$ cat src/rtl/noc_ni_packetizer_pkg.sv
// +----------------------------------------------------------------------------+
// | noc_ni_packetizer_pkg : shared NoC types for the NI transmit packetizer    |
// | Revision: 1.0                                                              |
// +----------------------------------------------------------------------------+
`default_nettype none

package noc_ni_packetizer_pkg;

  localparam int Noc_ID_X_Width = 4;
  localparam int Noc_ID_Y_Width = 4;

  localparam int NOC_PLD_W    = 32;
  localparam int NOC_VC_NUM   = 2;
  localparam int NOC_MAX_LEN  = 15;
  localparam int NOC_LEN_W    = $clog2(NOC_MAX_LEN + 1);
  localparam int NOC_PKT_ID_W = 8;

  typedef enum logic [1:0] {
    FLIT_HEAD_TAIL = 2'b00,
    FLIT_HEAD      = 2'b01,
    FLIT_BODY      = 2'b10,
    FLIT_TAIL      = 2'b11
  } flit_type_e;

  // Declared MSB first so that dst_x lands in the least significant bits.
  typedef struct packed {
    logic [NOC_PKT_ID_W-1:0]   pkt_id;
    logic [NOC_LEN_W-1:0]      len;
    logic [Noc_ID_Y_Width-1:0] src_y;
    logic [Noc_ID_X_Width-1:0] src_x;
    logic [Noc_ID_Y_Width-1:0] dst_y;
    logic [Noc_ID_X_Width-1:0] dst_x;
  } head_hdr_t;

  typedef logic [$clog2(NOC_VC_NUM)-1:0] vc_idx_t;

endpackage

`default_nettype wire

$ cat src/rtl/noc_ni_packetizer_slice.sv
// +----------------------------------------------------------------------------+
// | noc_flit_out_slice : 1-entry registered valid/ready slice for flits + VC   |
// | Revision: 1.0                                                              |
// +----------------------------------------------------------------------------+
`default_nettype none

module noc_flit_out_slice #(
  parameter int DATA_W = 34,
  parameter int VC_W   = 1
) (
  input  logic              clk,
  input  logic              rst,
  input  logic              i_valid,
  output logic              o_ready,
  input  logic [DATA_W-1:0] i_data,
  input  logic [VC_W-1:0]   i_vc,
  output logic              o_valid,
  input  logic              i_ready,
  output logic [DATA_W-1:0] o_data,
  output logic [VC_W-1:0]   o_vc
);

  logic              r_valid;
  logic [DATA_W-1:0] r_data;
  logic [VC_W-1:0]   r_vc;

  // The entry may be refilled on the same edge it drains.
  assign o_ready = !r_valid || i_ready;

  always_ff @(posedge clk) begin
    if (rst) begin
      r_valid <= 1'b0;
      r_data  <= '0;
      r_vc    <= '0;
    end else if (o_ready) begin
      r_valid <= i_valid;
      if (i_valid) begin
        r_data <= i_data;
        r_vc   <= i_vc;
      end
    end
  end

  assign o_valid = r_valid;
  assign o_data  = r_data;
  assign o_vc    = r_vc;

endmodule

`default_nettype wire

$ cat src/rtl/noc_ni_packetizer.sv
// +----------------------------------------------------------------------------+
// | noc_ni_packetizer : serialises a descriptor + payload into wormhole flits  |
// | Revision: 1.0                                                              |
// +----------------------------------------------------------------------------+
`default_nettype none

module noc_ni_packetizer
  import noc_ni_packetizer_pkg::*;
#(
  parameter int PLD_W    = 32,
  parameter int VC_NUM   = 2,
  parameter int MAX_LEN  = 15,
  parameter int PKT_ID_W = 8,
  localparam int LEN_W   = $clog2(MAX_LEN + 1),
  localparam int VC_W    = (VC_NUM > 1) ? $clog2(VC_NUM) : 1
) (
  input  logic                      noc_clk,
  input  logic                      noc_rst,
  input  logic [Noc_ID_X_Width-1:0] id_x,
  input  logic [Noc_ID_Y_Width-1:0] id_y,
  input  logic                      msg_valid,
  output logic                      msg_ready,
  input  logic [Noc_ID_X_Width-1:0] msg_dst_x,
  input  logic [Noc_ID_Y_Width-1:0] msg_dst_y,
  input  logic [VC_W-1:0]           msg_vc,
  input  logic [LEN_W-1:0]          msg_len,
  input  logic                      pld_valid,
  output logic                      pld_ready,
  input  logic [PLD_W-1:0]          pld_data,
  output logic                      flit_valid,
  input  logic                      flit_ready,
  output logic [PLD_W+1:0]          flit_data,
  output logic [VC_W-1:0]           flit_vc,
  input  logic [VC_NUM-1:0]         vc_ready,
  output logic                      busy
);

  localparam int C_HDR_W = 2*Noc_ID_X_Width + 2*Noc_ID_Y_Width + LEN_W + PKT_ID_W;

  generate
    if (C_HDR_W > PLD_W) begin : g_hdr_width_check
      $error("noc_ni_packetizer: head header (%0d bits) exceeds PLD_W (%0d)", C_HDR_W, PLD_W);
    end
  endgenerate

  typedef enum logic [0:0] {
    ST_IDLE = 1'b0,
    ST_BODY = 1'b1
  } state_e;

  state_e               r_state;
  state_e               w_state_nxt;
  logic [PKT_ID_W-1:0]  r_pkt_id;
  logic [PKT_ID_W-1:0]  w_pkt_id_nxt;
  logic [VC_W-1:0]      r_vc;
  logic [VC_W-1:0]      w_vc_nxt;
  logic [LEN_W-1:0]     r_remaining;
  logic [LEN_W-1:0]     w_remaining_nxt;

  logic                 w_slot_free;
  logic                 w_in_valid;
  logic [PLD_W+1:0]     w_in_data;
  logic [VC_W-1:0]      w_in_vc;
  flit_type_e           w_type;
  logic [C_HDR_W-1:0]   w_hdr;

  // LSB first: dst_x, dst_y, src_x, src_y, len, pkt_id.
  assign w_hdr = {r_pkt_id, msg_len, id_y, id_x, msg_dst_y, msg_dst_x};

  always_comb begin
    w_state_nxt     = r_state;
    w_pkt_id_nxt    = r_pkt_id;
    w_vc_nxt        = r_vc;
    w_remaining_nxt = r_remaining;
    msg_ready       = 1'b0;
    pld_ready       = 1'b0;
    w_in_valid      = 1'b0;
    w_in_vc         = r_vc;
    w_type          = FLIT_HEAD_TAIL;
    w_in_data       = '0;

    case (r_state)
      ST_IDLE: begin
        // VC availability only matters at packet start; the VC stays locked afterwards.
        msg_ready = !noc_rst && w_slot_free && vc_ready[msg_vc];
        if (msg_valid && msg_ready) begin
          w_type          = (msg_len == '0) ? FLIT_HEAD_TAIL : FLIT_HEAD;
          w_in_valid      = 1'b1;
          w_in_vc         = msg_vc;
          w_in_data       = {w_type, PLD_W'(w_hdr)};
          w_vc_nxt        = msg_vc;
          w_remaining_nxt = msg_len;
          w_pkt_id_nxt    = r_pkt_id + PKT_ID_W'(1);
          if (msg_len != '0) begin
            w_state_nxt = ST_BODY;
          end
        end
      end
      ST_BODY: begin
        pld_ready = !noc_rst && w_slot_free;
        if (pld_valid && pld_ready) begin
          w_type          = (r_remaining == LEN_W'(1)) ? FLIT_TAIL : FLIT_BODY;
          w_in_valid      = 1'b1;
          w_in_data       = {w_type, pld_data};
          w_remaining_nxt = r_remaining - LEN_W'(1);
          if (r_remaining == LEN_W'(1)) begin
            w_state_nxt = ST_IDLE;
          end
        end
      end
      default: begin
        w_state_nxt = ST_IDLE;
      end
    endcase
  end

  always_ff @(posedge noc_clk) begin
    if (noc_rst) begin
      r_state     <= ST_IDLE;
      r_pkt_id    <= '0;
      r_vc        <= '0;
      r_remaining <= '0;
    end else begin
      r_state     <= w_state_nxt;
      r_pkt_id    <= w_pkt_id_nxt;
      r_vc        <= w_vc_nxt;
      r_remaining <= w_remaining_nxt;
    end
  end

  noc_flit_out_slice #(
    .DATA_W (PLD_W + 2),
    .VC_W   (VC_W)
  ) u_out_slice (
    .clk     (noc_clk),
    .rst     (noc_rst),
    .i_valid (w_in_valid),
    .o_ready (w_slot_free),
    .i_data  (w_in_data),
    .i_vc    (w_in_vc),
    .o_valid (flit_valid),
    .i_ready (flit_ready),
    .o_data  (flit_data),
    .o_vc    (flit_vc)
  );

  assign busy = (r_state == ST_BODY) || flit_valid;

endmodule

`default_nettype wire
$ cat config.mk
export PLATFORM = sky130hd
export DESIGN_NAME = noc_ni_packetizer
export DESIGN_NICKNAME = d
export VERILOG_FILES = /design/src/rtl/noc_ni_packetizer_pkg.sv /design/src/rtl/noc_ni_packetizer_slice.sv /design/src/rtl/noc_ni_packetizer.sv
export SDC_FILE = /design/constraint.sdc
export NUM_CORES = 1
export LEC_CHECK = 0
export ABC_AREA = 1
export BUFFER_PORTS_ARGS = -buffer_cell sky130_fd_sc_hd__buf_2
export CAP_MARGIN = 15
export CORE_ASPECT_RATIO = 0.75
export CORE_MARGIN = 2
export CORE_UTILIZATION = 50
export DETAILED_ROUTE_END_ITERATION = 6
export GPL_TIMING_DRIVEN = 1
export HOLD_SLACK_MARGIN = 0.06
export PLACE_DENSITY = 0.89
export SLEW_MARGIN = 20
export SYNTH_ARGS = -nofsm -noshare
export SYNTH_HDL_FRONTEND = slang
export SYNTH_SLANG_ARGS = --single-unit
$ cat constraint.sdc
create_clock -name noc_clk -period 2 [get_ports noc_clk]
set_clock_uncertainty 0.05 [all_clocks]
set_input_delay 0.1 -clock noc_clk [delete_from_list [all_inputs] [get_ports noc_clk]]
set_output_delay 0.1 -clock noc_clk [all_outputs]
set_load 0.02 [all_outputs]
==> impl_results.md, run 1 <==
* Status: completed
* Routed via count at 2,729
* Pins Over Slew Limit at 0
* Port bufs at 98
* Ant. Diodes at 0
* Vias/cell at 4.97
* I/O pins at 99
* Post-synth top area share at 0.409
* Fill count at roughly 390
* Synthesized area at ~2400 sq um
* Cells after Synth at roughly 370
* Worst Setup End Kind: flop
* Fin Hold WS at 56.6 ps
* First-pass GRT wire length at 11.3 mm
* Drc violations at 0
* Die W at 84.8 um
* Setup CP Type: reg2reg
* P_sw at approximately 0.6 mW
* # setup viols final at 0
* Post-synth net total at roughly 430
* Leakage at ~1.7 nW
* Gr usage total at 0.255
* Vias in the first global route at 2,581
* Seq pwr share at 0.486
* Initial core utilization at 0.511
* Hold Startpoint: pld_data[23]
* Max cap viols at 0
* Yosys cell types at 22
* Tightest Pin Transition at 639 ps
* Register area share after synthesis at 0.409
* Startpoint Class: flop
* PwrDens at 672 nW/um^2
* Syn Area/Cell at 6.60 sq um
* RSZ-0062 raised after global routing: no
* Hold Path Class: in2reg
* Post_cts resized at 0
* CP most frequent cell: nand2_2
* Sink Count at 50
* Ys flop type: dfxtp_1
* Share of power burned in combinational logic at 0.188
* Clock Latency Late Sink at ~310 ps
* WL final at 6.88 mm
* # hold bufs at CTS at 26
* Buffer count from post-CTS setup fixing at 0
* Crit path time final at approximately 1800 ps
* Synth Register Bits at 50
* Largest net degree at the start of global routing at 40
* Post-synth EDFFs at 0
* Initial antenna violation count at 0
* Clk slew on worst S/H paths at 90 ps
* Critical path fanouts, max at 36
* Highest Clock Rate at between 500 and 600 MHz
* CTS tree: built
* Routed Antenna Nets at 0
* Internal power at 1.60 mW
* R2R Path Start: u_out_slice.o_valid
* Clock power frac at 0.326
* Clock root cell: clkbuf_8
* Worst EP required at between 2000 and 2500 ps
* Post-synth top area cell: dfxtp_1
* Die ar. at 5480 sq um
* WP buf/inv at 1
* Max-slew headroom at 0.573
* Total core area at 4790 sq um
* Critical-path top delay cell: inv_2
* Critical path origin: u_out_slice.o_valid
* Synth warnings at 0
* Final Hold Viols at 0
* TNS Setup at 0 ps
* First-pass DRT Iterations at 4
* Final period util at 0.885
* VDD IR max at between 400 and 500 uV
* CP cell instances: nand2_1 > nand2_2 > nor2_4 > nand2_2 > nand2_2 > inv_2 > nand2_1 > a21oi_1
* Largest cells by area after synthesis: dfxtp_1 41%, nand2_1 17%, nor2_1 12%, o21ai_1 5.5%, o21ai_0 4.5%
* Post-DP HPWL at roughly 4.4 mm
* Die span in y at 64.6 um
* GRT overflow at 0
* Routability cong. at 0.838
* Detailed Route Iter0 Violations at 202
* Synth async-reset ratio at 0
* Top Family by Delay on Critical Path: simple AND/OR/NAND/NOR gates
* Crit-path max cell delay at 480 ps
* Cell with the most instances after synthesis: nand2_1
* Post-synth top cells: 110 x nand2_1, 76 x nor2_1, 50 x dfxtp_1, 27 x o21ai_1, 22 x o21ai_0
* Sw frac at 0.279
* WL/cell at 12.5 um
* Final nets at approximately 550
* Row count at 22
* Layout cells sized above 1 at 0.249
* Clock buffer depth at 2
* Synth-to-Final Area Change at 34.6%
* Arrival @ worst endpoint at just under 2000 ps
* CTS Buf Count at 5
* H-tree levels at 2
## worst paths after layout
| kind | end | slack, ps | cells past startpoint |
|---|---|---|---|
| setup / recovery | u_out_slice.o_data[28] | 230 | 8 |
| hold / removal | u_out_slice.o_data[23] | 60 | 5 |
| hold reg to reg | u_out_slice.o_data[30] | 420 | 2 |
| setup reg to reg | u_out_slice.o_data[28] | 230 | 8 |
## sequential cells by signal (all words and copies together), names as in the netlist
name	flops
u_out_slice.o_data	34
r_state	1
u_out_slice.o_valid	1
r_remaining	4
u_out_slice.o_vc	1
r_pkt_id	8
r_vc	1
## worst min-delay path, cell delays in order
cell     delay [ps]
buf_2            70
nand2_1          40
o21ai_0          60
nor2_1           40
nor2_1           70
## power groups by stage
stage,registers [mW],clock network (mW),logic (mW)
3_3_place_gp,1.10,0,0.363
5_1_grt,1.08,0.778,0.458
2_1_floorplan,1.15,0,0.186
3_5_place_dp,1.10,0,0.369
6_report,1.08,0.721,0.416
4_1_cts,1.07,0.729,0.409
## cells by family after synthesis
family                     count (synthesis)  share of synthesized area
and+or+nand+nor                          206                      0.336
AOI/OAI and AO/OA                         64                      0.132
DFF                                       50                      0.409
buffers and inverters                     44                     0.0930
xor gates and xnor gates                   4                     0.0143
adders and majority gates                  3                     0.0153
## area by class of cell
cell class	instances	area (sq um)	share of cell area
Timing Repair Buffer	130	796	0.242
Inverter	24	90.1	0.0274
Multi-Input combinational cell	277	1220	0.370
Sequential cell	50	1000	0.304
Tap cell	60	75.1	0.0228
Clock buffer	5	68.8	0.0209
Clock inverter	3	43.8	0.0133
## per-stage QoR
stage	util	instances	area, sq um	worst slack, ps	power [mW]
floorplan	-	371	2450	567	1.33
finish	0.688	549	3290	230	2.21
global placement	0.610	515	2920	421	1.46
global route	0.688	549	3290	124	2.32
CTS	0.688	549	3290	311	2.21
detailed placement	0.610	515	2920	353	1.47
## placed cells by master (no fill, tap or decap), drive strengths merged
cell         instances
buf                104
a21oi               15
bufinv               1
nor2                78
clkinv               1
clkbuf               5
nand2              113
xor2                 4
nor3                 2
dfxtp               50
or2                  1
nand4                5
dlygate4sd3         26
nand3                7
inv                 25
o21ai               49
ha                   3
## per-layer routing
layer	wire, um	part of all wire	vias to the layer above	GRT usage
met3	470	0.068	22	0.0510
met4	188	0.027	0	0.113
met2	3230	0.47	103	0.413
met1	3000	0.44	1205	0.332
li1	-	-	1399	-
met5	0	0	-	0
Note: power is estimated with default switching activity, not from simulation.
==> inputs of run 2 (changes only) <==
--- a/config.mk
+++ b/config.mk
@@ -10,11 +10,11 @@
 export CAP_MARGIN = 15
 export CORE_ASPECT_RATIO = 0.75
 export CORE_MARGIN = 2
-export CORE_UTILIZATION = 50
+export CORE_UTILIZATION = 52
 export DETAILED_ROUTE_END_ITERATION = 6
 export GPL_TIMING_DRIVEN = 1
 export HOLD_SLACK_MARGIN = 0.06
-export PLACE_DENSITY = 0.89
+export PLACE_DENSITY = 0.92
 export SLEW_MARGIN = 20
 export SYNTH_ARGS = -nofsm -noshare
 export SYNTH_HDL_FRONTEND = slang
==> impl_results.md, run 2 (same netlist as run 1, synthesis figures left out) <==
* Cell Area, Placed at 2920 sq um (about the same)
* WL/cell at 13.1 um (+4.5%)
* Vias/cell at 5.15 (+3.5%)
* Synth-to-Final Area Change at 29.2%
* CTS Buf Count at 5 (unchanged)
* Tightest Pin Transition at 570 ps (-69.3 ps)
* Startpoint Class: flop
* Status: completed
* Most frequent cells in the layout: 110 x nand2_1, 98 x buf_2, 76 x nor2_1
* Pins Over Slew Limit at 0 (unchanged)
* Critical R2R Capture: u_out_slice.o_data[27]
* Worst EP required at 2180 ps (about the same)
* Max-slew headroom at 0.619 (+0.0459)
* Final Hold Viols at 0 (unchanged)
* Post-layout util at 0.704 (+0.0164)
* Tot Pwr at 2.07 mW (-6.3%)
* Hold Path Class: in2reg
* Clock root cell: clkbuf_8
* Crit-path max cell delay at 350 ps (-130 ps)
* Max FFs per register at 34 (unchanged)
* Worst Setup End Kind: flop
* VDD IR max at 379 uV (-14%)
* TNS Setup at 0 ps (unchanged)
* Leading cell type in the layout, fill and taps excluded: nand2_1
* First-pass DRT Iterations at 4 (unchanged)
* Worst setup margin at 231 ps (+0.885 ps)
* # setup viols final at 0 (unchanged)
* Layout cells sized above 1 at 0.252 (+0.00208)
* Drc violations at 0 (unchanged)
* Worst Setup EP: u_out_slice.o_data[27]
* Die W at 83.2 um (-1.9%)
* I/O pins at 99 (unchanged)
* Reg2reg path depth at 8 (unchanged)
* Final period util at 0.885 (about the same)
* Crit path time final at 1770 ps (-0.885 ps)
* Leakage at 1.61 nW (-3.4%)
* Routability cong. at 0.913 (+8.9%)
* Total core area at 4490 sq um (-6.2%)
* GRT overflow at 0 (unchanged)
* Initial antenna violation count at 0 (unchanged)
* RSZ-0062 raised after global routing: no
* Max cap viols at 0 (unchanged)
* Post-DP HPWL at 4.50 mm (+1.4%)
* Vias in the first global route at 2,492 (-3.4%)
* Fill count at 358 (-8.4%)
* Sink Count at 50 (unchanged)
* Clock buffer depth at 2 (unchanged)
* Arrival @ worst endpoint at 1950 ps (about the same)
* Clock Latency Late Sink at 290 ps (-20 ps)
* Highest Clock Rate at 565 MHz (about the same)
* H-tree levels at 2 (unchanged)
* Row count at 21 (-4.5%)
* Critical path fanouts, max at 26 (-28%)
* Initial core utilization at 0.545 (+0.0337)
* Largest net degree at the start of global routing at 40 (unchanged)
* Final nets at 539 (-2.2%)
* PwrDens at 656 nW/um^2 (-2.4%)
* First-pass GRT wire length at 11.2 mm (-0.97%)
* Setup CP Type: reg2reg
* Critical-path top delay cell: dfxtp_1
* Final instance area at 3160 sq um (-4.0%)
* WL final at 6.99 mm (+1.6%)
* Fin Hold WS at 57.7 ps (+1.08 ps)
* Routed via count at 2,748 (+0.70%)
* Die ar. at 5280 sq um (-3.6%)
* CP most frequent cell: nand2_2
* Buffer count from post-CTS setup fixing at 0 (unchanged)
* CP cell instances: nand2_1 > nand2_2 > nor2_4 > nand2_2 > nand2_2 > buf_4 > o21ai_0 > nor2_1
* Post-Place Setup Slack at 346 ps (-6.34 ps)
* Port bufs at 98 (unchanged)
* Gr usage total at 0.262 (+0.00668)
* Clk slew on worst S/H paths at 90 ps (about the same)
* Die span in y at 63.4 um (-1.8%)
* Post-Layout Cell Count at 534 (-2.7%)
* Detailed Route Iter0 Violations at 250 (+24%)
* R2R Path Start: u_out_slice.o_valid
* Worst reg-to-reg setup slack at 230 ps (about the same)
* Critical path origin: u_out_slice.o_valid
* Ant. Diodes at 0 (unchanged)
* Routed Antenna Nets at 0 (unchanged)
* Placed cells at 511 (-0.78%)
* CTS tree: built
==> run 2: how the worst min path moves through the flow <==
stage                 start                endpoint  slack (ps)  depth (start not counted)
6_report            id_y[3]  u_out_slice.o_data[15]          60                          5
4_1_cts         pld_data[5]   u_out_slice.o_data[5]          60                          5
5_1_grt         pld_data[7]   u_out_slice.o_data[7]          70                          5
3_5_place_dp   pld_data[30]  u_out_slice.o_data[30]         310                          3
3_3_place_gp   pld_data[30]  u_out_slice.o_data[30]         310                          3
2_1_floorplan       noc_rst  u_out_slice.o_data[28]         120                          1
==> run 2: power breakdown <==
| group | internal [mW] | total [mW] | switching, mW |
|---|---|---|---|
| Clock | 0.280 | 0.596 | 0.317 |
| Combinational | 0.162 | 0.402 | 0.241 |
| Sequential | 1.05 | 1.08 | 0.0290 |
==> run 2: repair_timing <==
item                                   4_1_cts  5_1_grt
gates resized for setup                      0        0
endpoints found under the hold margin       11        0
hold buffers                                15        0
==> run 2: routing by layer <==
| metal | part of all wire | vias up | GRT usage |
|---|---|---|---|
| met4 | 0.028 | 0 | 0.105 |
| met1 | 0.41 | 1249 | 0.313 |
| met3 | 0.057 | 19 | 0.0472 |
| met5 | 0 | - | 0 |
| li1 | - | 1370 | - |
| met2 | 0.50 | 110 | 0.468 |
==> run 2: cell type report <==
type	instances	area (sq um)	share of cell area
inverter	24	90.1	0.0285
multi-input combinational	277	1220	0.385
clock inverter	1	5.00	0.00158
timing repair buffer	118	691	0.218
sequential	50	1000	0.316
clock buffer	7	86.3	0.0273
tap	57	71.3	0.0225
==> run 2: worst max-delay path: cells and delay by family, from the launching register on <==
kind	cells	cell delay, ps
simple gates	6	790
flops	1	350
buf+inv	1	330
compound gates	1	170
